[src/rtl/vip_bin_morph_bbox_3x3_if.sv]
// Window-in / cleaned-pixel-out bundle for the binary morphology and bounding-box stage.
// The master drives the 3x3 window; the slave (the morphology block) returns results.
interface vip_bin_morph_bbox_3x3_if #(
   parameter int CNT_W = 20
);
   logic             matrix_frame_vsync;
   logic             matrix_frame_href;
   logic             matrix_frame_clken;
   logic             matrix_p11, matrix_p12, matrix_p13;
   logic             matrix_p21, matrix_p22, matrix_p23;
   logic             matrix_p31, matrix_p32, matrix_p33;
   logic             post_frame_vsync;
   logic             post_frame_href;
   logic             post_frame_clken;
   logic             post_img_bit;
   logic [10:0]      x_min, x_max, y_min, y_max;
   logic [CNT_W-1:0] pix_count;
   logic             box_valid;
   logic             frame_done;

   modport master (
      output matrix_frame_vsync, matrix_frame_href, matrix_frame_clken,
             matrix_p11, matrix_p12, matrix_p13,
             matrix_p21, matrix_p22, matrix_p23,
             matrix_p31, matrix_p32, matrix_p33,
      input  post_frame_vsync, post_frame_href, post_frame_clken, post_img_bit,
             x_min, x_max, y_min, y_max, pix_count, box_valid, frame_done
   );

   modport slave (
      input  matrix_frame_vsync, matrix_frame_href, matrix_frame_clken,
             matrix_p11, matrix_p12, matrix_p13,
             matrix_p21, matrix_p22, matrix_p23,
             matrix_p31, matrix_p32, matrix_p33,
      output post_frame_vsync, post_frame_href, post_frame_clken, post_img_bit,
             x_min, x_max, y_min, y_max, pix_count, box_valid, frame_done
   );
endinterface

[src/rtl/vip_bin_morph_bbox_3x3.sv]
// 3x3 binary erosion/dilation with a 2-clk pipeline, plus per-frame foreground
// count and bounding box latched on the rising edge of the delayed vsync.
module vip_bin_morph_bbox_3x3 #(
   parameter int MODE    = 0,
   parameter int MIN_PIX = 16,
   parameter int CNT_W   = 20
) (
   input logic                      clk,
   input logic                      rst_n,
   vip_bin_morph_bbox_3x3_if.slave  bus
);

   function automatic logic red3(input logic a, input logic b, input logic c);
      return (MODE == 0) ? (a & b & c) : (a | b | c);
   endfunction

   logic [2:0]       row_d, row_q;
   logic             img_d, img_q;
   logic [1:0]       vs_d, vs_q, hr_d, hr_q, ck_d, ck_q;
   logic             vs_prev_d, vs_prev_q, hr_prev_d, hr_prev_q;
   logic [10:0]      x_d, x_q, y_d, y_q;
   logic [10:0]      ax_min_d, ax_min_q, ax_max_d, ax_max_q;
   logic [10:0]      ay_min_d, ay_min_q, ay_max_d, ay_max_q;
   logic [CNT_W-1:0] cnt_d, cnt_q;
   logic [10:0]      x_min_d, x_min_q, x_max_d, x_max_q;
   logic [10:0]      y_min_d, y_min_q, y_max_d, y_max_q;
   logic [CNT_W-1:0] pix_count_d, pix_count_q;
   logic             box_valid_d, box_valid_q, frame_done_d, frame_done_q;
   logic             vs_rise, hr_fall, pix_en, fg;

   always_comb begin
      row_d[2] = red3(bus.matrix_p11, bus.matrix_p12, bus.matrix_p13);
      row_d[1] = red3(bus.matrix_p21, bus.matrix_p22, bus.matrix_p23);
      row_d[0] = red3(bus.matrix_p31, bus.matrix_p32, bus.matrix_p33);
      img_d    = red3(row_q[2], row_q[1], row_q[0]);
      vs_d     = {vs_q[0], bus.matrix_frame_vsync};
      hr_d     = {hr_q[0], bus.matrix_frame_href};
      ck_d     = {ck_q[0], bus.matrix_frame_clken};

      vs_rise   = vs_q[1] & ~vs_prev_q;
      hr_fall   = hr_prev_q & ~hr_q[1];
      pix_en    = hr_q[1] & ck_q[1];
      fg        = pix_en & img_q;
      vs_prev_d = vs_q[1];
      hr_prev_d = hr_q[1];

      x_d = x_q;
      y_d = y_q;
      if (vs_rise) begin
         x_d = '0;
         y_d = '0;
      end else begin
         if (hr_fall)
            x_d = '0;
         else if (pix_en && x_q != '1)
            x_d = x_q + 11'd1;
         if (hr_fall && y_q != '1)
            y_d = y_q + 11'd1;
      end

      ax_min_d     = ax_min_q;
      ax_max_d     = ax_max_q;
      ay_min_d     = ay_min_q;
      ay_max_d     = ay_max_q;
      cnt_d        = cnt_q;
      x_min_d      = x_min_q;
      x_max_d      = x_max_q;
      y_min_d      = y_min_q;
      y_max_d      = y_max_q;
      pix_count_d  = pix_count_q;
      box_valid_d  = box_valid_q;
      frame_done_d = vs_rise;

      // The frame boundary wins over a coincident pixel: that pixel is dropped.
      if (vs_rise) begin
         x_min_d     = ax_min_q;
         x_max_d     = ax_max_q;
         y_min_d     = ay_min_q;
         y_max_d     = ay_max_q;
         pix_count_d = cnt_q;
         box_valid_d = (cnt_q >= CNT_W'(MIN_PIX));
         ax_min_d    = '1;
         ax_max_d    = '0;
         ay_min_d    = '1;
         ay_max_d    = '0;
         cnt_d       = '0;
      end else if (fg) begin
         if (cnt_q != '1) cnt_d = cnt_q + 1'b1;
         if (x_q < ax_min_q) ax_min_d = x_q;
         if (x_q > ax_max_q) ax_max_d = x_q;
         if (y_q < ay_min_q) ay_min_d = y_q;
         if (y_q > ay_max_q) ay_max_d = y_q;
      end
   end

   always_ff @(posedge clk or negedge rst_n) begin
      if (!rst_n) begin
         row_q        <= '0;
         img_q        <= 1'b0;
         vs_q         <= '0;
         hr_q         <= '0;
         ck_q         <= '0;
         vs_prev_q    <= 1'b0;
         hr_prev_q    <= 1'b0;
         x_q          <= '0;
         y_q          <= '0;
         ax_min_q     <= '1;
         ax_max_q     <= '0;
         ay_min_q     <= '1;
         ay_max_q     <= '0;
         cnt_q        <= '0;
         x_min_q      <= '1;
         x_max_q      <= '0;
         y_min_q      <= '1;
         y_max_q      <= '0;
         pix_count_q  <= '0;
         box_valid_q  <= 1'b0;
         frame_done_q <= 1'b0;
      end else begin
         row_q        <= row_d;
         img_q        <= img_d;
         vs_q         <= vs_d;
         hr_q         <= hr_d;
         ck_q         <= ck_d;
         vs_prev_q    <= vs_prev_d;
         hr_prev_q    <= hr_prev_d;
         x_q          <= x_d;
         y_q          <= y_d;
         ax_min_q     <= ax_min_d;
         ax_max_q     <= ax_max_d;
         ay_min_q     <= ay_min_d;
         ay_max_q     <= ay_max_d;
         cnt_q        <= cnt_d;
         x_min_q      <= x_min_d;
         x_max_q      <= x_max_d;
         y_min_q      <= y_min_d;
         y_max_q      <= y_max_d;
         pix_count_q  <= pix_count_d;
         box_valid_q  <= box_valid_d;
         frame_done_q <= frame_done_d;
      end
   end

   assign bus.post_frame_vsync = vs_q[1];
   assign bus.post_frame_href  = hr_q[1];
   assign bus.post_frame_clken = ck_q[1];
   assign bus.post_img_bit     = img_q & hr_q[1];
   assign bus.x_min            = x_min_q;
   assign bus.x_max            = x_max_q;
   assign bus.y_min            = y_min_q;
   assign bus.y_max            = y_max_q;
   assign bus.pix_count        = pix_count_q;
   assign bus.box_valid        = box_valid_q;
   assign bus.frame_done       = frame_done_q;

endmodule

[src/flat_wrapper.sv]
// flat-port wrapper written by rule: the top's interface ports become plain ports
module vip_bin_morph_bbox_3x3_flat 
#(
   parameter int MODE    = 0,
   parameter int MIN_PIX = 16,
   parameter int CNT_W   = 20
)
  (clk, rst_n, bus_matrix_frame_vsync, bus_matrix_frame_href, bus_matrix_frame_clken, bus_matrix_p11, bus_matrix_p12, bus_matrix_p13, bus_matrix_p21, bus_matrix_p22, bus_matrix_p23, bus_matrix_p31, bus_matrix_p32, bus_matrix_p33, bus_post_frame_vsync, bus_post_frame_href, bus_post_frame_clken, bus_post_img_bit, bus_x_min, bus_x_max, bus_y_min, bus_y_max, bus_pix_count, bus_box_valid, bus_frame_done);
  vip_bin_morph_bbox_3x3_if #(.CNT_W(CNT_W)) bus_i ();
  input logic clk;
  input logic rst_n;
  input wire logic [$bits(bus_i.matrix_frame_vsync)-1:0] bus_matrix_frame_vsync;
  input wire logic [$bits(bus_i.matrix_frame_href)-1:0] bus_matrix_frame_href;
  input wire logic [$bits(bus_i.matrix_frame_clken)-1:0] bus_matrix_frame_clken;
  input wire logic [$bits(bus_i.matrix_p11)-1:0] bus_matrix_p11;
  input wire logic [$bits(bus_i.matrix_p12)-1:0] bus_matrix_p12;
  input wire logic [$bits(bus_i.matrix_p13)-1:0] bus_matrix_p13;
  input wire logic [$bits(bus_i.matrix_p21)-1:0] bus_matrix_p21;
  input wire logic [$bits(bus_i.matrix_p22)-1:0] bus_matrix_p22;
  input wire logic [$bits(bus_i.matrix_p23)-1:0] bus_matrix_p23;
  input wire logic [$bits(bus_i.matrix_p31)-1:0] bus_matrix_p31;
  input wire logic [$bits(bus_i.matrix_p32)-1:0] bus_matrix_p32;
  input wire logic [$bits(bus_i.matrix_p33)-1:0] bus_matrix_p33;
  output wire logic [$bits(bus_i.post_frame_vsync)-1:0] bus_post_frame_vsync;
  output wire logic [$bits(bus_i.post_frame_href)-1:0] bus_post_frame_href;
  output wire logic [$bits(bus_i.post_frame_clken)-1:0] bus_post_frame_clken;
  output wire logic [$bits(bus_i.post_img_bit)-1:0] bus_post_img_bit;
  output wire logic [$bits(bus_i.x_min)-1:0] bus_x_min;
  output wire logic [$bits(bus_i.x_max)-1:0] bus_x_max;
  output wire logic [$bits(bus_i.y_min)-1:0] bus_y_min;
  output wire logic [$bits(bus_i.y_max)-1:0] bus_y_max;
  output wire logic [$bits(bus_i.pix_count)-1:0] bus_pix_count;
  output wire logic [$bits(bus_i.box_valid)-1:0] bus_box_valid;
  output wire logic [$bits(bus_i.frame_done)-1:0] bus_frame_done;
  assign bus_i.matrix_frame_vsync = bus_matrix_frame_vsync;
  assign bus_i.matrix_frame_href = bus_matrix_frame_href;
  assign bus_i.matrix_frame_clken = bus_matrix_frame_clken;
  assign bus_i.matrix_p11 = bus_matrix_p11;
  assign bus_i.matrix_p12 = bus_matrix_p12;
  assign bus_i.matrix_p13 = bus_matrix_p13;
  assign bus_i.matrix_p21 = bus_matrix_p21;
  assign bus_i.matrix_p22 = bus_matrix_p22;
  assign bus_i.matrix_p23 = bus_matrix_p23;
  assign bus_i.matrix_p31 = bus_matrix_p31;
  assign bus_i.matrix_p32 = bus_matrix_p32;
  assign bus_i.matrix_p33 = bus_matrix_p33;
  assign bus_post_frame_vsync = bus_i.post_frame_vsync;
  assign bus_post_frame_href = bus_i.post_frame_href;
  assign bus_post_frame_clken = bus_i.post_frame_clken;
  assign bus_post_img_bit = bus_i.post_img_bit;
  assign bus_x_min = bus_i.x_min;
  assign bus_x_max = bus_i.x_max;
  assign bus_y_min = bus_i.y_min;
  assign bus_y_max = bus_i.y_max;
  assign bus_pix_count = bus_i.pix_count;
  assign bus_box_valid = bus_i.box_valid;
  assign bus_frame_done = bus_i.frame_done;
  vip_bin_morph_bbox_3x3 #(.MODE(MODE), .MIN_PIX(MIN_PIX), .CNT_W(CNT_W)) u_core (.clk(clk), .rst_n(rst_n), .bus(bus_i));
endmodule
[config.mk]
export PLATFORM = sky130hd
export DESIGN_NAME = vip_bin_morph_bbox_3x3_flat
export DESIGN_NICKNAME = d
export VERILOG_FILES = /design/src/rtl/vip_bin_morph_bbox_3x3_if.sv /design/src/rtl/vip_bin_morph_bbox_3x3.sv /design/src/flat_wrapper.sv
export SDC_FILE = /design/constraint.sdc
export NUM_CORES = 1
export LEC_CHECK = 0
export BUFFER_PORTS_ARGS = -buffer_cell sky130_fd_sc_hd__buf_2
export CELL_PAD_IN_SITES_DETAIL_PLACEMENT = 1
export CELL_PAD_IN_SITES_GLOBAL_PLACEMENT = 2
export CORE_MARGIN = 2
export CORE_UTILIZATION = 35
export CTS_BUF_LIST = sky130_fd_sc_hd__clkbuf_8
export DETAILED_ROUTE_END_ITERATION = 12
export HOLD_SLACK_MARGIN = 0.1
export PLACE_DENSITY_LB_ADDON = 0.08
export REMOVE_ABC_BUFFERS = 1
export SKIP_CTS_REPAIR_TIMING = 1
export SLEW_MARGIN = 15
export SYNTH_ARGS = -nofsm -noshare
export SYNTH_HDL_FRONTEND = slang
export SYNTH_SLANG_ARGS = --single-unit
[constraint.sdc]
create_clock -name clk -period 2.1 [get_ports clk]
set_input_delay 0.105 -clock clk [delete_from_list [all_inputs] [get_ports clk]]
set_output_delay 0.105 -clock clk [all_outputs]
set_load 0.02 [all_outputs]
==> results of run 1 <==
==> routing by layer <==
metal	GRT usage	vias to the layer above	part of all wire
met1	0.238	3190	0.48
met2	0.300	78	0.48
met4	0.0529	0	0.015
met3	0.0308	21	0.026
li1	-	3110	-
met5	0	-	0
==> path summary, 6_finish.rpt <==
check,start,endpoint,slack (ns)
worst min register to register,u_core.vs_q[0],u_core.vs_q[1],0.36
worst max register to register,u_core.ax_min_q[8],u_core.ax_min_q[1],-0.08
max in group asynchronous,rst_n,u_core.ay_min_q[9],1.14
worst max-delay path,u_core.ax_min_q[8],u_core.ax_min_q[1],-0.08
min in group clk,bus_matrix_frame_vsync,u_core.vs_q[0],0.29
worst min-delay path,rst_n,u_core.bus.y_max[8],0.16
==> layout make-up <==
cell class	count	area, um2
Clock inverter	13	134
Inverter	53	199
Multi-Input combinational cell	567	3730
Fill cell	2593	12600
Clock buffer	19	262
Timing Repair Buffer	167	1140
Tap cell	285	357
Sequential cell	164	4160
==> worst max-delay path, cell delays in order, from the launching register on <==
cell and delay, ns:
dfstp_2 0.54, inv_2 0.05, ha_4 0.22, a211oi_2 0.23, nor2_2 0.07, a2111oi_4 0.41
buf_4 0.23, a21oi_1 0.07, a311o_1 0.28
==> Yosys cell counts (4+ instances only) <==
cell	instances
nor2_1	64
xnor2_1	18
nand4_1	19
a21oi_1	30
clkbuf_1	30
a311o_1	11
nand2b_1	5
nand3_1	15
buf_1	6
mux2i_1	39
nor4_1	8
ha_1	46
a41oi_1	4
dfrtp_1	120
nor3_1	11
a21o_1	5
xor2_1	8
and3_1	10
buf_2	6
o21ai_0	57
nand2_1	167
a211oi_1	8
o31ai_1	5
inv_1	53
and4_1	6
dfstp_2	44
==> cell families (layout without fill, tap and decap cells) <==
| family | after synthesis | count (layout) | share of synthesized area |
|---|---|---|---|
| AO/OA/AOI/OAI | 137 | 137 | 0.112 |
| XOR/XNOR | 26 | 26 | 0.0283 |
| adder cells (fa/ha/maj) | 46 | 46 | 0.0715 |
| buffers and inverters | 96 | 252 | 0.0462 |
| flip-flops | 164 | 164 | 0.517 |
| multiplexers | 39 | 39 | 0.0485 |
| AND/OR/NAND/NOR | 319 | 319 | 0.177 |
==> sequential cells by signal, summed over array words and instances, names as in the netlist, 2 cells and up <==
register and cells:
u_core.ax_max_q 11, u_core.ax_min_q 11, u_core.ay_max_q 11, u_core.ay_min_q 11, u_core.bus.pix_count 20, u_core.bus.x_max 11, u_core.bus.x_min 11, u_core.bus.y_max 11
u_core.bus.y_min 11, u_core.ck_q 2, u_core.cnt_q 20, u_core.hr_q 2, u_core.row_q 3, u_core.vs_q 2, u_core.x_q 11, u_core.y_q 11
==> where the power goes <==
group / leakage, uW / internal, uW / switching (uW) / total [uW]
registers: 0.00211 / 3280 / 58.7 / 3340
logic: 0.00245 / 194 / 367 / 561
clock network: 0.000199 / 1120 / 1240 / 2360
total: 0.00477 / 4590 / 1670 / 6260
==> through the flow <==
stage,utilization,std cells,setup slack [ns],area (um2)
floorplan,-,784,-1.72,7870
global placement,0.410,1221,-0.165,9250
detailed placement,0.410,1221,-0.238,9250
CTS,0.427,1253,-0.274,9640
global route,0.442,1268,-0.155,9980
finish,0.442,1268,-0.0784,9980
==> run_results.csv, run 1 <==
group,metric,value,unit
global_routing,antenna_found_initial,0,
status,violations,"setup timing",
pwr,power.total,6260,uW
synth,ys_seq_area_frac,0.517,
placement,dp_hpwl,15000,um
die,rows,55,
drt,first_pass_iters,4,
critical_path,crit_required,2.47,ns
global_routing,grt_usage,0.179,
synth,avgSynthCellArea,9.73,um2
layout,nets,1030,
drt,ant_nets,0,
timing,fin_crit_sh,1.04,
die,die_w,156,um
global_routing,grt_pass1_wl,34800,um
critical_path,r2r_cells,8,
global_routing,grt_pass1_vias,6956,
timing,holdWs,0.158,ns
cts,htreeDepth,4,
timing,slew_violations,0,
cts,clk_pin_slew,0.09,ns
die,start_util,0.356,
layout,drive_gt1_frac,0.280,
synth,synth_area_leader_cell,"dfrtp_1",
critical_path,crit_path_max_fanout,6,
synth,synthArstFlopShare,1.00,
worst_hold_path,hold_path_class,"in -> async",
placement,place_congestion,0.791,
drt,drt_iter0_markers,172,
timing,max_freq,459,MHz
cts,cts.sinks,164,
die,dieHeight,156,um
layout,mostFrequentLayoutCells,"nand2_1, dfrtp_1, buf_2",
synth,synth_cell_types,49,
status,status,"finished, violations left",
die,dieArea,24200,um2
cts,cts-buffers-inserted,17,
timing,rsz0062_at_grt,"yes",
critical_path,path_class,"reg -> reg",
critical_path,cp-start-kind,"register",
synth,synthesis.area,8050,um2
synth,yosysWarningCount,0,
job,maxCapViolCount,0,
drt,viasPerCell,5.05,
timing,setup_ws,-0.0784,ns
synth,synth_ff_type,"dfrtp_1",
cts,clock_path_buffers,2,
drt,drc,0,
drt,detail_route.wl_per_cell,16.5,um
timing,setup_viol,11,
die,core_area,22600,um2
synth,synth_edf_count,0,
drt,routed_wl,21000,um
synth,netlist_instances,827,
drt,num_vias,6399,
layout,diodes,0,
layout,area_growth,24.0,%
timing,tns,-0.598,ns
die,io_pins,84,
synth,synthTopCellsByArea,"dfrtp_1, dfstp_2, nand2_1",
global_routing,grt_max_degree,77,
cts,cts_root_buf,"clkbuf_8",
pwr,irDropWorstVdd,330,uV
critical_path,worstPathArrival,2.55,ns
timing,skew,0.0141,ns
critical_path,critPathCaptureType,"register",
layout,final_common_cell,"nand2_1",
timing,max_slew_margin,0.653,
timing,hold_viol,0,
placement,port_buffers,83,
cts,cts_tree,"built",
global_routing,grt.overflow.total,0,
pwr,power.density,627,nW/um2
timing,worstMarginPinSlew,0.520,ns
pwr,leakagePower,0.00477,uW
timing,fin_crit,2.18,ns
synth,synth_seq_cells,164,
cts,clk_latency,0.45,ns
synth,yosysTopAreaCellShare,0.373,
Note: power is estimated with default switching activity, not from simulation.
==> run 2: changes to the inputs <==
--- a/config.mk
+++ b/config.mk
@@ -5,11 +5,9 @@
 export SDC_FILE = /design/constraint.sdc
 export NUM_CORES = 1
 export LEC_CHECK = 0
-export BUFFER_PORTS_ARGS = -buffer_cell sky130_fd_sc_hd__buf_2
-export CELL_PAD_IN_SITES_DETAIL_PLACEMENT = 1
-export CELL_PAD_IN_SITES_GLOBAL_PLACEMENT = 2
+export BUFFER_PORTS_ARGS = -buffer_cell sky130_fd_sc_hd__buf_4
 export CORE_MARGIN = 2
-export CORE_UTILIZATION = 35
+export CORE_UTILIZATION = 55
 export CTS_BUF_LIST = sky130_fd_sc_hd__clkbuf_8
 export DETAILED_ROUTE_END_ITERATION = 12
 export HOLD_SLACK_MARGIN = 0.1
==> run 2 against run 1 <==
Net effect:
- the flow now finishes without violations
- sequential cell count unchanged
- first-iteration DRC count increased by 110%
- global-route usage increased by 4.8 points
- non-clock buffer count decreased by 1
- fmax increased by 5.2%
- worst setup slack improved by 0.11 ns
- clock power increased by 11%
- register-to-register slack improved by 0.11 ns
- clock-buffer cell count unchanged
- critical path type unchanged
- largest power group unchanged
- highest routed layer unchanged
==> run_results.csv, run 2 (same netlist as run 1, synthesis figures left out) <==
group,metric,value,unit
drt,viasPerCell,5.36,
layout,drive_gt1_frac,0.279,
timing,hold_viol,0,
cts,cts_tree,"built",
global_routing,grt.overflow.total,0,
critical_path,cp-start-kind,"register",
placement,dp_hpwl,12200,um
die,dieArea,15600,um2
drt,wl_met3,641,um
layout,mostFrequentLayoutCells,"nand2_1, buf_4, dfrtp_1",
pwr,leakagePower,0.00478,uW
global_routing,grt_usage,0.227,
pwr,irDropWorstVdd,630,uV
timing,worstMarginPinSlew,0.516,ns
layout,final_common_cell,"nand2_1",
critical_path,worst_path_largest_cell_delay,0.52,ns
placement,port_buffers,83,
status,status,"complete, no violations",
die,io_pins,84,
drt,highest_layer,"met4",
critical_path,crit_path_max_fanout,7,
critical_path,cp_slowest_cell,"dfstp_2",
placement,place_congestion,0.867,
critical_path,worstPathArrival,2.45,ns
die,core_area,14400,um2
drt,num_vias,6251,
critical_path,reg2reg_from,"u_core.ax_min_q[5]",
timing,max_freq,483,MHz
timing,max_slew_margin,0.656,
timing,setup_viol,0,
cts,clk_pin_slew,0.08,ns
timing,fin_crit,2.07,ns
timing,holdWs,0.177,ns
global_routing,antenna_found_initial,0,
drt,routed_wl,17700,um
timing,slew_violations,0,
critical_path,path_class,"reg -> reg",
cts,cts-buffers-inserted,17,
layout,post-route-util,0.702,
drt,wl_met2,8580,um
layout,area_growth,25.9,%
drt,detail_route.wl_per_cell,15.2,um
critical_path,critPathCaptureType,"register",
global_routing,grt_pass1_wl,28800,um
critical_path,crit_buf_inv,2,
timing,skew,0.0106,ns
pwr,power.total,6550,uW
drt,drc,0,
job,maxCapViolCount,0,
critical_path,startpoint,"u_core.ax_min_q[5]",
die,dieHeight,125,um
timing,rsz0062_at_grt,"yes",
cts,clock_path_buffers,2,
critical_path,crit_required,2.48,ns
cts,cts_root_buf,"clkbuf_8",
cts,htreeDepth,4,
timing,fin_crit_sh,0.986,
drt,ant_nets,0,
critical_path,worstPathCellList,"inv_1 > ha_1 > nand2_2 > nor3_4 > a2111oi_4 > buf_4 > a21oi_1 > a311o_1",
layout,nets,1029,
global_routing,grt_pass1_vias,6196,
drt,first_pass_iters,4,
global_routing,grt_max_degree,141,
die,die_w,125,um
die,rows,44,
drt,drt_iter0_markers,367,
worst_hold_path,hold_path_class,"in -> async",
cts,clk_latency,0.46,ns
die,start_util,0.558,
pwr,power.density,647,nW/um2
cts,cts.sinks,164,
critical_path,cp_top_family,"compound AO/OA/AOI/OAI gates",
layout,diodes,0,
drt,m1WireLength,8150,um
run 2: cell types whose count changed in the layout (fill, tap and decap cells not counted), sizes merged:
cell,previous run,this run
clkinv,4,3
inv,57,54
buf,157,156
bufinv,2,5
clkinvlp,3,4
run 2: per-layer routing:
layer,GRT usage,vias up
li1,-,3106
met1,0.304,3006
met2,0.362,114
met3,0.0595,25
met4,0.0771,0
met5,0,-
run 2: worst paths after layout:
| check | to | slack [ns] | cells past startpoint |
|---|---|---|---|
| min reg2reg | u_core.vs_q[1] | 0.35 | 0 |
| min | u_core.vs_q[0] | 0.18 | 2 |
| max in group asynchronous | u_core.ay_min_q[2] | 1.22 | 3 |
| min in group clk | u_core.hr_q[0] | 0.29 | 2 |
| max reg2reg | u_core.ax_min_q[10] | 0.03 | 8 |
| max | u_core.ax_min_q[10] | 0.03 | 8 |
run 2: area by class of cell:
| class | count | area [um2] |
|---|---|---|
| clock buffer | 19 | 262 |
| clock inverter | 13 | 206 |
| fill | 1069 | 4300 |
| inverter | 53 | 199 |
| multi-input combinational | 567 | 3730 |
| sequential | 164 | 4160 |
| tap | 184 | 230 |
| timing repair buffer | 166 | 1340 |
run 2: power by group:
part | internal, uW | switching (uW) | total (uW)
Clock | 1470 | 1150 | 2630
Sequential | 3280 | 48.0 | 3330
Combinational | 227 | 372 | 599
Total | 4980 | 1570 | 6550
run 2: per-stage QoR:
step / instance area (um2) / cells / setup TNS [ns] / setup slack [ns]
after floorplan: 7870 / 784 / -78.31 / -1.72
after global placement: 9290 / 1119 / -4.63 / -0.313
after detailed placement: 9290 / 1119 / -7.07 / -0.459
after CTS: 9760 / 1151 / -8.41 / -0.502
after global routing: 10100 / 1166 / -0.368 / -0.0447
final: 10100 / 1166 / 0 / 0.0296
